## config.mk

```make
export PLATFORM = sky130hd
export DESIGN_NAME = neuron_accumulator
export DESIGN_NICKNAME = d
export VERILOG_FILES = /design/src/rtl/nn_fixed_pkg.sv /design/src/rtl/neuron_accumulator_sm_sat_pack.sv /design/src/rtl/neuron_accumulator.sv
export SDC_FILE = /design/constraint.sdc
export NUM_CORES = 1
export LEC_CHECK = 0
export CAP_MARGIN = 20
export CELL_PAD_IN_SITES_DETAIL_PLACEMENT = 0
export CELL_PAD_IN_SITES_GLOBAL_PLACEMENT = 1
export CORE_MARGIN = 1.5
export CORE_UTILIZATION = 30
export CTS_BUF_LIST = sky130_fd_sc_hd__clkbuf_4 sky130_fd_sc_hd__clkbuf_8
export DETAILED_ROUTE_END_ITERATION = 6
export PLACE_DENSITY_LB_ADDON = 0.1
export SLEW_MARGIN = 20
export SYNTH_ARGS = -nofsm -noshare
export SYNTH_HDL_FRONTEND = slang
export SYNTH_SLANG_ARGS = --single-unit
export TNS_END_PERCENT = 50
```

## constraint.sdc

```tcl
create_clock -name clk -period 5.85 [get_ports clk]
set_input_delay 1.17 -clock clk [delete_from_list [all_inputs] [get_ports clk]]
set_output_delay 1.17 -clock clk [all_outputs]
set_load 0.01 [all_outputs]
```

## src/rtl/nn_fixed_pkg.sv

```systemverilog
// nn_fixed_pkg: Q5.10 sign-magnitude constants, neuron FSM states and sm->tc conversion
package nn_fixed_pkg;
  localparam int INT_W = 5;
  localparam int FRAC_W = 10;
  localparam int SM_W = 1 + INT_W + FRAC_W;
  localparam logic [SM_W-2:0] SM_MAX_MAG = 15'h7FFF;
  typedef enum logic [1:0] {S_IDLE, S_ACCUM, S_BIAS, S_OUT} state_e;
  // Negative zero maps to 0 because -0 == 0 in two's complement.
  function automatic logic signed [SM_W:0] sm2tc(input logic [SM_W-1:0] p);
    logic signed [SM_W:0] mag;
    mag = {2'b00, p[SM_W-2:0]};
    return p[SM_W-1] ? -mag : mag;
  endfunction
endpackage

```

## src/rtl/neuron_accumulator_sm_sat_pack.sv

```systemverilog
// sm_sat_pack: two's-complement sum -> saturated sign-magnitude Q5.10, optional ReLU
module sm_sat_pack
  import nn_fixed_pkg::*;
#(
  parameter int W       = 24,
  parameter bit RELU_EN = 1'b1
) (
  input  logic signed [W-1:0]    sum,
  output logic        [SM_W-1:0] sm
);
  logic         neg;
  logic [W-1:0] mag;
  logic         ovf;
  always_comb begin
    neg = sum[W-1];
    mag = neg ? $unsigned(-sum) : $unsigned(sum);
    ovf = |mag[W-1:SM_W-1];
    sm  = (RELU_EN && neg) ? '0 : {neg, ovf ? SM_MAX_MAG : mag[SM_W-2:0]};
  end
endmodule

```

## src/rtl/neuron_accumulator.sv

```systemverilog
// neuron_accumulator: sums bit-serial multiplier products per frame, adds bias, packs output
module neuron_accumulator
  import nn_fixed_pkg::*;
#(
  parameter int NUM_INPUTS = 16,
  parameter int ACC_WIDTH  = 24,
  parameter bit RELU_EN    = 1'b1
) (
  input  logic            clk,
  input  logic            reset,
  input  logic            enable,
  input  logic            start,
  input  logic [SM_W-1:0] product,
  input  logic [SM_W-1:0] bias,
  output logic [SM_W-1:0] result,
  output logic            result_valid,
  input  logic            result_ready,
  output logic            busy
);
  localparam int CW = $clog2(NUM_INPUTS + 1);
  localparam logic [CW-1:0] LAST = CW'(NUM_INPUTS - 1);
  state_e                      state_q, state_d;
  logic signed [ACC_WIDTH-1:0] acc_q, acc_d, bias_sum;
  logic        [3:0]           phase_q, phase_d;
  logic        [CW-1:0]        count_q, count_d;
  logic                        pend_q, pend_d, valid_q, valid_d, busy_q, busy_d;
  logic        [SM_W-1:0]      result_q, result_d, packed_sum;
  assign bias_sum = acc_q + ACC_WIDTH'(sm2tc(bias));
  sm_sat_pack #(.W(ACC_WIDTH), .RELU_EN(RELU_EN)) u_pack (
    .sum (bias_sum),
    .sm  (packed_sum)
  );
  // pend marks the cycle after a phase-15 enable, when the multiplier output is valid.
  always_comb begin
    state_d  = state_q;
    acc_d    = acc_q;
    phase_d  = phase_q;
    count_d  = count_q;
    pend_d   = pend_q;
    result_d = result_q;
    valid_d  = valid_q;
    if (start && state_q != S_OUT) begin
      state_d = S_ACCUM;
      acc_d   = '0;
      phase_d = '0;
      count_d = '0;
      pend_d  = 1'b0;
    end else if (state_q == S_ACCUM) begin
      phase_d = phase_q + 4'(enable);
      pend_d  = enable && phase_q == 4'hF;
      if (pend_q) begin
        acc_d   = acc_q + ACC_WIDTH'(sm2tc(product));
        count_d = count_q + CW'(1);
        if (count_q == LAST) begin
          state_d = S_BIAS;
          phase_d = '0;
          pend_d  = 1'b0;
        end
      end
    end else if (state_q == S_BIAS) begin
      result_d = packed_sum;
      valid_d  = 1'b1;
      state_d  = S_OUT;
    end else if (state_q == S_OUT && result_ready) begin
      valid_d = 1'b0;
      state_d = S_IDLE;
    end
    busy_d = state_d != S_IDLE;
  end
  always_ff @(posedge clk) begin
    if (!reset) begin
      state_q  <= S_IDLE;
      acc_q    <= '0;
      phase_q  <= '0;
      count_q  <= '0;
      pend_q   <= 1'b0;
      result_q <= '0;
      valid_q  <= 1'b0;
      busy_q   <= 1'b0;
    end else begin
      state_q  <= state_d;
      acc_q    <= acc_d;
      phase_q  <= phase_d;
      count_q  <= count_d;
      pend_q   <= pend_d;
      result_q <= result_d;
      valid_q  <= valid_d;
      busy_q   <= busy_d;
    end
  end
  assign result       = result_q;
  assign result_valid = valid_q;
  assign busy         = busy_q;
endmodule

```

==> run_summary.xml <==
<?xml version="1.0" encoding="UTF-8"?>
<metrics>
  <group name="run_status">
    <metric name="status" unit="">finished clean</metric>
  </group>
  <group name="global_routing">
    <metric name="antenna_violations_before_repair" unit="">0</metric>
    <metric name="maximum_number_of_pins_on_one_net_before_global_route_repair" unit="">37</metric>
    <metric name="first_pass_grt_wire_length" unit="um">19500</metric>
    <metric name="grt_pass1_vias" unit="">3889</metric>
    <metric name="grt_overall_usage" unit="%">14.7</metric>
    <metric name="grt-ovfl-total" unit="">0</metric>
  </group>
  <group name="timing">
    <metric name="rsz_0062_raised_after_global_routing" unit="">no</metric>
    <metric name="worst_slew_margin_rel" unit="%">32.8</metric>
    <metric name="report.final.setup_viol" unit="">0</metric>
    <metric name="finalClockSkew" unit="ps">19.4</metric>
    <metric name="fmax" unit="GHz">0.191</metric>
    <metric name="tightestPinTransition" unit="ps">1010</metric>
    <metric name="hold_viol_final" unit="">0</metric>
    <metric name="max_slew_violations" unit="">0</metric>
    <metric name="timing.final.ws_setup" unit="ps">606</metric>
    <metric name="final_setup_tns" unit="ps">0</metric>
    <metric name="finalCritPeriodShare" unit="%">89.6</metric>
    <metric name="final_min_period" unit="ps">5240</metric>
  </group>
  <group name="route">
    <metric name="drtIter0Drc" unit="">282</metric>
    <metric name="route.top_layer_used" unit="">met4</metric>
    <metric name="post_drt_via_cell_ratio" unit="">5.11</metric>
    <metric name="ant_nets" unit="">0</metric>
    <metric name="num_vias" unit="">4332</metric>
    <metric name="drt_met1_wl" unit="um">6570</metric>
    <metric name="route.detailed.wl_per_inst" unit="um">14.2</metric>
    <metric name="drt_wl_total" unit="um">12000</metric>
    <metric name="drcViolationCount" unit="">0</metric>
    <metric name="met3RoutedLength" unit="um">414</metric>
    <metric name="route.met2.wl" unit="um">4880</metric>
    <metric name="drt_pre_antenna_iters" unit="">4</metric>
  </group>
  <group name="clock_tree">
    <metric name="clockBufferDepth" unit="">2</metric>
    <metric name="cts_buf_count" unit="">5</metric>
    <metric name="library_cell_used_as_clock_root_buffer" unit="">clkbuf_8</metric>
    <metric name="clock_insertion_delay_worst_skew" unit="ps">330</metric>
    <metric name="cts_repair_resize_count" unit="">0</metric>
    <metric name="postCtsSetupBuffers" unit="">0</metric>
    <metric name="clkTransAtPathRegs" unit="ps">90</metric>
    <metric name="cts_tree" unit="">built</metric>
    <metric name="clock_tree.htree_level_count" unit="">2</metric>
    <metric name="ctsHoldBuffers" unit="">0</metric>
    <metric name="clock-sinks" unit="">53</metric>
  </group>
  <group name="worst_setup_path">
    <metric name="critical_path.endpoint_type" unit="">flip-flop</metric>
    <metric name="cp_data_arrival_time" unit="ps">5460</metric>
    <metric name="worstPathRequired" unit="ps">6060</metric>
    <metric name="r2r-start" unit="">acc_q[0]</metric>
    <metric name="cp_num_buf_inv" unit="">1</metric>
    <metric name="timing.critical_path.slowest_stage_cell" unit="">or4_4</metric>
    <metric name="timing.critical_path.from_type" unit="">input port</metric>
    <metric name="timing.critical_path.cells" unit="">clkdlybuf4s50_1, or4_4, nor4_4, nand3_1, or2_1, o21ai_0, xnor2_1, ha_1, a21o_1, a21o_1, a21oi_1, o21ai_1, a31o_1, a211oi_1, mux2i_1, a31oi_4, a211o_1</metric>
    <metric name="worst_path_dominant_cell_family" unit="">compound AO/OA/AOI/OAI gates</metric>
    <metric name="timing.critical_path.from" unit="">bias[4]</metric>
    <metric name="cp_slowest_stage_delay" unit="ps">590</metric>
    <metric name="worstSetupPathType" unit="">input port to flip-flop</metric>
    <metric name="worst_path_most_repeated_cell" unit="">a21o_1</metric>
    <metric name="worst-path-max-fanout" unit="">15</metric>
  </group>
  <group name="placement">
    <metric name="gp_routability_congestion" unit="">0.888</metric>
    <metric name="buffer_ports.inserted" unit="">53</metric>
    <metric name="detailedPlace.worstSlack" unit="ps">237</metric>
    <metric name="hpwl" unit="um">9540</metric>
  </group>
  <group name="synth">
    <metric name="asyncSetResetFlopFracSynth" unit="%">0</metric>
    <metric name="ys_dominant_reg_cell" unit="">dfxtp_1</metric>
    <metric name="yosysWarnings" unit="">0</metric>
    <metric name="postSynthNetCount" unit="">683</metric>
    <metric name="synth_sequential_area_ratio" unit="%">22.2</metric>
    <metric name="ys_ff_latch" unit="">53</metric>
    <metric name="synth_area_per_cell" unit="sq um">8.08</metric>
    <metric name="synth_largest_area_cell" unit="">dfxtp_1</metric>
    <metric name="synth-edff-count" unit="">0</metric>
    <metric name="post_synth_instance_area" unit="sq um">4780</metric>
    <metric name="synth_cells" unit="">592</metric>
    <metric name="yosys-top-cells-area" unit="">dfxtp_1, ha_1, xnor2_1</metric>
    <metric name="post_synth_num_cell_types" unit="">69</metric>
    <metric name="synth_largest_type_area_fraction" unit="%">22.2</metric>
  </group>
  <group name="die">
    <metric name="initial_utilization" unit="%">31.1</metric>
    <metric name="floorplan.io_pins" unit="">55</metric>
    <metric name="floorplan.die_area" unit="sq um">16700</metric>
    <metric name="chipHeight" unit="um">129</metric>
    <metric name="die_width" unit="um">129</metric>
    <metric name="rows" unit="">45</metric>
    <metric name="core-area" unit="sq um">15400</metric>
  </group>
  <group name="pwr">
    <metric name="irDropWorstVdd" unit="mV">0.0797</metric>
    <metric name="pwr_density_cell" unit="nW/um^2">139</metric>
    <metric name="fin_total_pwr" unit="uW">777</metric>
    <metric name="static-leakage-power" unit="nW">2.25</metric>
  </group>
  <group name="worst_hold_path">
    <metric name="hold_path_startpoint" unit="">result[8]</metric>
    <metric name="min-delay-path-class" unit="">flip-flop to flip-flop</metric>
  </group>
  <group name="flow_run">
    <metric name="timing.max_cap.violations" unit="">0</metric>
  </group>
  <group name="cells_and_area">
    <metric name="design.final.nets" unit="">726</metric>
    <metric name="post_route_cells_drive_above_1_share" unit="%">4.72</metric>
    <metric name="synthToLayoutAreaGrowth" unit="%">16.9</metric>
    <metric name="n_antenna_cell" unit="">0</metric>
  </group>
</metrics>
cell usage in the layout, fill, tap and decap left out, types with 17 or more instances in the layout:
cell type and n:
a21oi_1 52, xnor2_1 48, nand2_1 67, ha_1 52
dfxtp_1 53, clkdlybuf4s50_1 53, nor2_1 41, nand3_1 17
o21ai_0 26, a21o_1 17
sequential cells by signal, indices dropped and copies added (netlist names):
name,flops
acc_q,24
busy,1
count_q,5
pend_q,1
phase_q,4
result,15
result_valid,1
state_q,2
cells in the mapped netlist, types with 5 or more instances:
cell type	instances
o21bai_1	6
nor3_1	8
o21ai_1	12
nand4_1	6
or3_1	7
and3_1	5
a211oi_1	13
nand2_1	67
nand3_1	17
a21o_1	17
ha_1	52
xor2_1	14
nor2_1	41
and2_1	7
inv_1	12
o21ai_0	26
o31ai_1	9
clkbuf_1	14
xnor2_1	48
a221o_1	14
dfxtp_1	53
a21oi_1	52
per-stage QoR:
stage / instance area [sq um] / cells / hold slack, ps / utilization, %
floorplan: 4780 / 592 / 453 / -
global placement: 5510 / 839 / 452 / 35.8
detailed placement: 5510 / 839 / 462 / 35.8
CTS: 5590 / 847 / 488 / 36.4
global route: 5590 / 847 / 497 / 36.4
finish: 5590 / 847 / 488 / 36.4
path summary, 6_finish.rpt:
kind                    end  slack, ps  cells after the start
hold reg to reg   result[8]        490                      1
hold / removal    result[8]        490                      1
setup reg to reg  result[8]       2320                     11
setup / recovery  result[8]        610                     17
power breakdown:
group / internal [mW] / switching (mW)
logic: 0.0856 / 0.103
clock network: 0.0833 / 0.141
registers: 0.362 / 0.00119
final cells by class:
type	instances	area [sq um]
tap	211	264
clock buffer	5	68.8
clock inverter	3	17.5
timing repair buffer	55	546
fill	1577	9780
multi-input combinational	507	3590
sequential	53	1060
inverter	13	48.8
metal layers:
metal	track usage [%]	vias to the layer above
met2	21.7	69
met5	0	-
met4	3.50	0
met3	2.39	8
met1	22.0	1972
li1	-	2283
kinds of logic (layout without fill, tap and decap cells):
kind of cell               after synthesis  after routing  share of synthesized area [%]
buffers and inverters                   32             76                           2.85
adders and majority gates               54             54                           14.4
AOI/OAI and AO/OA                      191            191                           27.0
muxes                                    4              4                           1.10
DFF                                     53             53                           22.2
xor gates and xnor gates                63             63                           11.9
other                                    1              1                         0.0784
and+or+nand+nor                        194            194                           20.4
Note: power is estimated with default switching activity, not from simulation.
